--- src/rtl/host_mst_txn_limiter.sv ---
// host_mst_txn_limiter
// Caps outstanding AXI write/read transactions toward the host port and lets
// software quiesce host traffic via flush_i. Only the AW/AR handshakes are
// gated; every payload field and the W/B/R channels pass straight through.
//
// Ports:
//   clk_i, rst_ni       clock, asynchronous active-low reset
//   flush_i             level; while high no new AW/AR is started
//   slv_req_i/resp_o    upstream side (from master mux / ID remap)
//   mst_req_o/resp_i    host side
//   wr_outstanding_o    writes with AW accepted and B not yet accepted
//   rd_outstanding_o    reads with AR accepted and last R not yet accepted
//   idle_o              both counts zero and no AW/AR valid downstream

package host_mst_txn_limiter_pkg;
    typedef struct packed {
        logic [3:0]  id;
        logic [31:0] addr;
        logic [7:0]  len;
    } ax_t;

    typedef struct packed {
        logic [31:0] data;
        logic [3:0]  strb;
        logic        last;
    } w_t;

    typedef struct packed {
        logic [3:0] id;
        logic [1:0] resp;
    } b_t;

    typedef struct packed {
        logic [3:0]  id;
        logic [31:0] data;
        logic [1:0]  resp;
        logic        last;
    } r_t;

    typedef struct packed {
        ax_t  aw;
        logic aw_valid;
        w_t   w;
        logic w_valid;
        logic b_ready;
        ax_t  ar;
        logic ar_valid;
        logic r_ready;
    } axi_req_t;

    typedef struct packed {
        logic aw_ready;
        logic ar_ready;
        logic w_ready;
        b_t   b;
        logic b_valid;
        r_t   r;
        logic r_valid;
    } axi_resp_t;
endpackage

module host_mst_txn_limiter #(
    parameter int unsigned MaxWrTxns  = 8,
    parameter int unsigned MaxRdTxns  = 8,
    parameter type         req_t      = host_mst_txn_limiter_pkg::axi_req_t,
    parameter type         resp_t     = host_mst_txn_limiter_pkg::axi_resp_t,
    parameter int unsigned WrCntWidth = $clog2(MaxWrTxns + 1),
    parameter int unsigned RdCntWidth = $clog2(MaxRdTxns + 1)
) (
    input  logic                  clk_i,
    input  logic                  rst_ni,
    input  logic                  flush_i,
    input  req_t                  slv_req_i,
    output resp_t                 slv_resp_o,
    output req_t                  mst_req_o,
    input  resp_t                 mst_resp_i,
    output logic [WrCntWidth-1:0] wr_outstanding_o,
    output logic [RdCntWidth-1:0] rd_outstanding_o,
    output logic                  idle_o
);

    logic [WrCntWidth-1:0] wr_cnt;
    logic [RdCntWidth-1:0] rd_cnt;
    logic                  aw_hold, ar_hold;
    logic                  aw_pass, ar_pass;
    logic                  aw_hs, ar_hs, b_hs, r_last_hs;

    // A held valid keeps its pass even if flush_i rises or the count moves,
    // so an AW/AR once shown to the host is never withdrawn.
    assign aw_pass = ((wr_cnt != WrCntWidth'(MaxWrTxns)) & ~flush_i) | aw_hold;
    assign ar_pass = ((rd_cnt != RdCntWidth'(MaxRdTxns)) & ~flush_i) | ar_hold;

    always_comb begin
        mst_req_o          = slv_req_i;
        mst_req_o.aw_valid = slv_req_i.aw_valid & aw_pass;
        mst_req_o.ar_valid = slv_req_i.ar_valid & ar_pass;
        slv_resp_o          = mst_resp_i;
        slv_resp_o.aw_ready = mst_resp_i.aw_ready & aw_pass;
        slv_resp_o.ar_ready = mst_resp_i.ar_ready & ar_pass;
    end

    assign aw_hs     = mst_req_o.aw_valid & mst_resp_i.aw_ready;
    assign ar_hs     = mst_req_o.ar_valid & mst_resp_i.ar_ready;
    assign b_hs      = mst_resp_i.b_valid & slv_req_i.b_ready;
    assign r_last_hs = mst_resp_i.r_valid & slv_req_i.r_ready & mst_resp_i.r.last;

    // Hold is set while a presented AW/AR is stalled and drops on handshake.
    always_ff @(posedge clk_i or negedge rst_ni) begin
        if (!rst_ni) begin
            aw_hold <= 1'b0;
            ar_hold <= 1'b0;
        end else begin
            aw_hold <= mst_req_o.aw_valid & ~mst_resp_i.aw_ready;
            ar_hold <= mst_req_o.ar_valid & ~mst_resp_i.ar_ready;
        end
    end

    // Registered counters: a freed slot is usable from the next cycle only.
    always_ff @(posedge clk_i or negedge rst_ni) begin
        if (!rst_ni) begin
            wr_cnt <= '0;
        end else begin
            case ({aw_hs, b_hs})
                2'b10:   wr_cnt <= wr_cnt + WrCntWidth'(1);
                2'b01:   wr_cnt <= wr_cnt - WrCntWidth'(1);
                default: wr_cnt <= wr_cnt;
            endcase
        end
    end

    always_ff @(posedge clk_i or negedge rst_ni) begin
        if (!rst_ni) begin
            rd_cnt <= '0;
        end else begin
            case ({ar_hs, r_last_hs})
                2'b10:   rd_cnt <= rd_cnt + RdCntWidth'(1);
                2'b01:   rd_cnt <= rd_cnt - RdCntWidth'(1);
                default: rd_cnt <= rd_cnt;
            endcase
        end
    end

    assign wr_outstanding_o = wr_cnt;
    assign rd_outstanding_o = rd_cnt;
    assign idle_o = (wr_cnt == '0) & (rd_cnt == '0) &
                    ~mst_req_o.aw_valid & ~mst_req_o.ar_valid;

`ifndef SYNTHESIS
    // A response with nothing outstanding is a host protocol error.
    a_no_b_at_zero : assert property (@(posedge clk_i) disable iff (!rst_ni)
        b_hs |-> (wr_cnt != '0));
    a_no_r_at_zero : assert property (@(posedge clk_i) disable iff (!rst_ni)
        r_last_hs |-> (rd_cnt != '0));
    a_no_aw_at_max : assert property (@(posedge clk_i) disable iff (!rst_ni)
        aw_hs |-> (wr_cnt != WrCntWidth'(MaxWrTxns)));
    a_no_ar_at_max : assert property (@(posedge clk_i) disable iff (!rst_ni)
        ar_hs |-> (rd_cnt != RdCntWidth'(MaxRdTxns)));
`endif

endmodule

--- config.mk ---
export PLATFORM = sky130hd
export DESIGN_NAME = host_mst_txn_limiter
export DESIGN_NICKNAME = d
export VERILOG_FILES = /design/src/rtl/host_mst_txn_limiter.sv
export SDC_FILE = /design/constraint.sdc
export NUM_CORES = 1
export LEC_CHECK = 0
export CORE_AREA = 2 2 142 144
export DETAILED_ROUTE_END_ITERATION = 6
export DIE_AREA = 0 0 144 146
export PLACE_DENSITY = 0.55
export REMOVE_ABC_BUFFERS = 1
export SLEW_MARGIN = 20
export SYNTH_ARGS = -nofsm -noshare
export SYNTH_HDL_FRONTEND = slang
export SYNTH_SLANG_ARGS = --single-unit
--- constraint.sdc ---
create_clock -name clk_i -period 2.06 [get_ports clk_i]
set_clock_uncertainty 0.05 [all_clocks]
set_input_delay 0.412 -clock clk_i [delete_from_list [all_inputs] [get_ports clk_i]]
set_output_delay 0.412 -clock clk_i [all_outputs]
set_load 0.03 [all_outputs]
# Word level (Yosys, flattened, before mapping)
# Cells that the tools add are included.
# word_totals
n_memories,0
register_bits,10
ram_bits,0
latch_bits,0
mem_bits_ro,0
# classes
n_addsub,4
div,0
muxes,2
multipliers,0
shift,0
bitwise_logic,23
eq_ne,6
n_reduce_logical,4
order_cmp,0
# ops
cell,count
$and A1 B1 Y1,16
$pmux W4 S2,2
$add A4 B1 Y4 const B,2
$logic_not A4 Y1,2
$ne A4 B4 Y1 const B,2
$sub A4 B1 Y4 const B,2
$not A1 Y1,5
$eq A2 B1 Y1 const B,2
$eq A2 B2 Y1 const B,2
$reduce_bool A2 Y1,2
$or A1 B1 Y1,2

# Logic depth before layout (Yosys ltp)
# depth
depth_word,7
ltp_mapped,12

# Worst setup path before layout
# Ideal clock, no wire load.
# synth_path
kind,register -> register
from,"register wr_cnt[3], in the netlist wr_outstanding_o[3]"
to,"register wr_cnt[2], in the netlist wr_outstanding_o[2]"
required_ps,1870
stages_incl_launch_ff,12
n_path_buf,0
path_slack_ps,-412
arrival_time_ps,2282
cell_sequence,dfrtp_1 -> nor4b_2 -> o21bai_1 -> and2_4 -> nand2_1 -> ha_1 -> xor2_1 -> ha_1 -> a21oi_1 -> xor2_1 -> nor2_1 -> xor2_1
# synth_rtl
element,line,rtl
"start, declared",82,logic [WrCntWidth-1:0] wr_cnt;
"start signal, assigned",124,2'b10: wr_cnt <= wr_cnt + WrCntWidth'(1);
"start signal, assigned",125,2'b01: wr_cnt <= wr_cnt - WrCntWidth'(1);
"start signal, assigned",126,default: wr_cnt <= wr_cnt;

# Final worst setup path
# layout_path
from,"register wr_cnt[1], in the netlist wr_outstanding_o[1]"
to,output idle_o
# layout_between
elab_chain_len,7
# layout_rtl
element,line,rtl
$ne A4 B4 Y1,90,assign aw_pass = ((wr_cnt != WrCntWidth'(MaxWrTxns)) & ~flush_i) | aw_hold;
$and A1 B1 Y1,90,
$or A1 B1 Y1,90,
$and A1 B1 Y1,95,mst_req_o.aw_valid = slv_req_i.aw_valid & aw_pass;
$not A1 Y1,146,~mst_req_o.aw_valid & ~mst_req_o.ar_valid;
$and A1 B1 Y1 (*),145,assign idle_o = (wr_cnt == '0) & (rd_cnt == '0) &
$and A1 B1 Y1 (*),146,
"end, declared",79,output logic idle_o
# Every way passes the cells marked *; elsewhere a longest branch is shown, timed or not.

==> key figures <==
Route
  – Antenna viol nets, final: 0
  – Overall via count from detail_route: 1422
  – Mean routed wirelength per cell: 93.2 um
  – Vias per Instance: 3.70
  – Number of DRC markers after the initial detailed-route iteration: 102
  – Number of detailed-route iterations in the first pass: 4
  – Remaining design rule violation count: 0
  – Aggregate routed wire length: 35800 um

Placement
  – Worst setup timing slack at the placement stage: -0.529 ns
  – Placed standard-cell area: 1510 um^2
  – Inst Count DP: 378
  – Half-perimeter wire length after placement: 34500 um
  – Global placement routability congestion: 1.21
  – Port-buffer cells: 29

Global routing
  – Number of global-route vias before repair: 1219
  – Initial antenna violation count: 0
  – First-pass GRT wire length: 38500 um
  – Remaining global-route overflow: 0
  – Largest net degree at the start of global routing: 11
  – Tot GR Track Use: 33.2%

Worst setup path
  – Reg2Reg Depth: 11
  – Endpoint required time on the critical path: 1.60 ns
  – Biggest fanout along the worst timing path: 3
  – Startpoint class of the critical path: flop
  – Worst setup path class: flop to primary output
  – Endpoint of the most critical register-to-register path: wr_outstanding_o[2]
  – Reg-to-reg critical path startpoint: wr_outstanding_o[1]
  – Endpoint type of the worst setup path: primary output
  – Register-to-Register Setup Slack: -0.08 ns
  – Data arrival time at the worst-slack endpoint: 1.76 ns

Clocking
  – Clock net sink count: 10
  – Clk pin slew, worst setup/hold paths: 0.04 ns
  – H-tree depth: 1
  – Number of buffers created by CTS: 3
  – Hold buffers post-CTS: 0
  – CTS Root Buffer Type: sky130_fd_sc_hd__clkbuf_16
  – Clock Latency Late Sink: 0.23 ns
  – Buffer levels on the longest clock path: 2
  – Clock tree from TritonCTS: done

Final layout
  – Final Instance Area: 1760 um^2
  – Number of standard cells in the layout, taps in and fillers out: 384
  – Total area of multi-input combinational cells: 593 um^2
  – Number of nets in the layout: 310
  – Synth-to-layout area growth: -13.2%
  – Fraction of layout cells with a size suffix above 1: 52.1%
  – Filler Cells Inserted: 2228
  – # diodes: 0
  – Sequential cell area in the final layout: 250 um^2

Power and ir drop
  – Power density normalized to cell area: 1060 nW/um^2
  – Leak: 0.625 nW
  – Total design power: 1.88 mW
  – VDD IR max: 0.252 mV

Floorplanning
  – Area of the core region: 19300 um^2
  – Row count: 51
  – Number of I/O pins: 372
  – Area of the die: 21000 um^2
  – Die H: 146 um
  – Horizontal die dimension: 144 um
  – Initial cell density of the core: 10.5%

Synthesis
  – Post-synthesis sequential element count: 10
  – Total of warnings raised by yosys: 0
  – Post-synth EDFFs: 0
  – Synth Area per Inst: 8.43 um^2
  – Post-synthesis sequential area ratio: 12.3%
  – Leading register cell type out of synthesis: sky130_fd_sc_hd__dfrtp_1
  – Number of instances in the synthesized netlist: 241
  – Asr flop ratio synth: 100%
  – Area of the mapped netlist: 2030 um^2
  – Number of distinct library cells after synthesis: 28

STA
  – Tightest hold margin: 0.464 ns
  – Number of failing setup endpoints in the final timing report: 5
  – Fin. Hold Viols: 0
  – RSZ-0062 raised after global routing: yes
  – Max-slew headroom: 66.9%
  – Highest attainable clock frequency: 451 MHz
  – Post-route minimum period: 2.22 ns
  – Worst Slack Setup Final: -0.159 ns
  – Transition at the pin with the smallest max-transition slack: 0.495 ns
  – Pins over their slew limit: 0
  – Final critical-path share of the clock period: 108%

Run status
  – Result of the run: complete, but fails checks
  – Violations in the final reports: negative setup slack

Hold path
  – Type of the worst min-delay path: input pin to async pin

Job
  – Count of maximum capacitance violations: 0
-- layout make-up --
cell class / instances / share of cell area (%)
clock buffer: 3 / 4.26
tap: 265 / 18.8
multi-input combinational: 54 / 33.6
sequential: 10 / 14.2
timing repair buffer: 52 / 29.1
-- cell families after synthesis --
logic type,after synthesis,synth area share (%)
xor+xnor,10,4.31
simple gates,26,9.54
compound gates,10,3.45
buf+inv,177,65.6
fa+ha+maj,6,3.69
flops,10,12.3
mux,2,1.11
-- layout by cell type, fill, tap and decap left out, types with 2 or more instances in the layout --
master and n:
sky130_fd_sc_hd__and2_4 2, sky130_fd_sc_hd__clkdlybuf4s50_1 18, sky130_fd_sc_hd__clkbuf_16 3, sky130_fd_sc_hd__ha_4 6, sky130_fd_sc_hd__mux2_2 2, sky130_fd_sc_hd__nor2b_1 4, sky130_fd_sc_hd__xnor2_1 2, sky130_fd_sc_hd__o21bai_1 2
sky130_fd_sc_hd__nor4b_2 2, sky130_fd_sc_hd__buf_12 5, sky130_fd_sc_hd__xor2_2 2, sky130_fd_sc_hd__and2b_1 2, sky130_fd_sc_hd__a21oi_2 3, sky130_fd_sc_hd__dfrtp_1 10, sky130_fd_sc_hd__nor2_1 2, sky130_fd_sc_hd__nand2_4 2
sky130_fd_sc_hd__xor2_1 6, sky130_fd_sc_hd__buf_6 4, sky130_fd_sc_hd__buf_4 24, sky130_fd_sc_hd__and2_1 2, sky130_fd_sc_hd__nand2_1 2
-- Yosys cell counts (2+ instances only) --
cell type,number,share of area (%)
sky130_fd_sc_hd__o21bai_1,2,0.74
sky130_fd_sc_hd__ha_1,6,3.7
sky130_fd_sc_hd__nor2b_1,4,1.2
sky130_fd_sc_hd__a21oi_1,3,0.74
sky130_fd_sc_hd__buf_4,176,65
sky130_fd_sc_hd__and2_4,2,0.86
sky130_fd_sc_hd__and2_1,2,0.62
sky130_fd_sc_hd__nand2_1,4,0.74
sky130_fd_sc_hd__nor2_1,2,0.37
sky130_fd_sc_hd__dfrtp_1,10,12
sky130_fd_sc_hd__o21ai_0,2,0.49
sky130_fd_sc_hd__and2b_1,2,0.74
sky130_fd_sc_hd__mux2_2,2,1.1
sky130_fd_sc_hd__xor2_1,8,3.4
sky130_fd_sc_hd__nor4b_2,2,1.5
sky130_fd_sc_hd__xnor2_1,2,0.86
-- report_power, final --
| part | switching [mW] | internal, mW | total, mW | leakage [nW] |
|---|---|---|---|---|
| sequential | 0.0674 | 0.284 | 0.351 | 0.121 |
| combinational | 0.625 | 0.558 | 1.18 | 0.467 |
| clock | 0.0903 | 0.252 | 0.342 | 0.0370 |
| total | 0.783 | 1.09 | 1.88 | 0.625 |
-- critical path: stages (launching register included) --
cell and delay, ns:
sky130_fd_sc_hd__dfrtp_1 0.40, sky130_fd_sc_hd__nor4b_4 0.27, sky130_fd_sc_hd__o21bai_1 0.11, sky130_fd_sc_hd__and2_4 0.19
sky130_fd_sc_hd__buf_6 0.13, sky130_fd_sc_hd__nor4_4 0.27, sky130_fd_sc_hd__buf_12 0.16
-- registers in the layout, indices dropped and copies added (netlist names) --
register / flops
wr_outstanding_o: 4
aw_hold: 1
rd_outstanding_o: 4
ar_hold: 1
-- per-stage QoR --
stage	util, %	TNS, ns
detailed placement	7.80	-2.77
finish	9.12	-0.371
floorplan	-	-1.63
global placement	7.80	-2.47
CTS	8.63	-0.647
global route	9.12	-1.23
-- worst max-delay path by stage --
stage / start / to
floorplan: wr_outstanding_o[3] / wr_outstanding_o[2]
global placement: flush_i / wr_outstanding_o[2]
detailed placement: flush_i / wr_outstanding_o[2]
CTS: rd_outstanding_o[2] / idle_o
global route: wr_outstanding_o[1] / idle_o
finish: wr_outstanding_o[1] / idle_o
-- layer usage --
layer	GRT usage (%)	wire length, um
met5	12.0	273
met4	22.2	3160
met3	49.0	10700
met2	59.4	18200
met1	8.00	3360
-- repair_timing --
| item | 4_1_cts | 5_1_grt |
|---|---|---|
| cloned | 0 | 0 |
| pin swaps | 16 | 14 |
| buffers inserted | 2 | 1 |
| resized for setup | 17 | 14 |
| endpoints found under the setup margin | 7 | 8 |
Note: power is estimated with default switching activity, not from simulation.
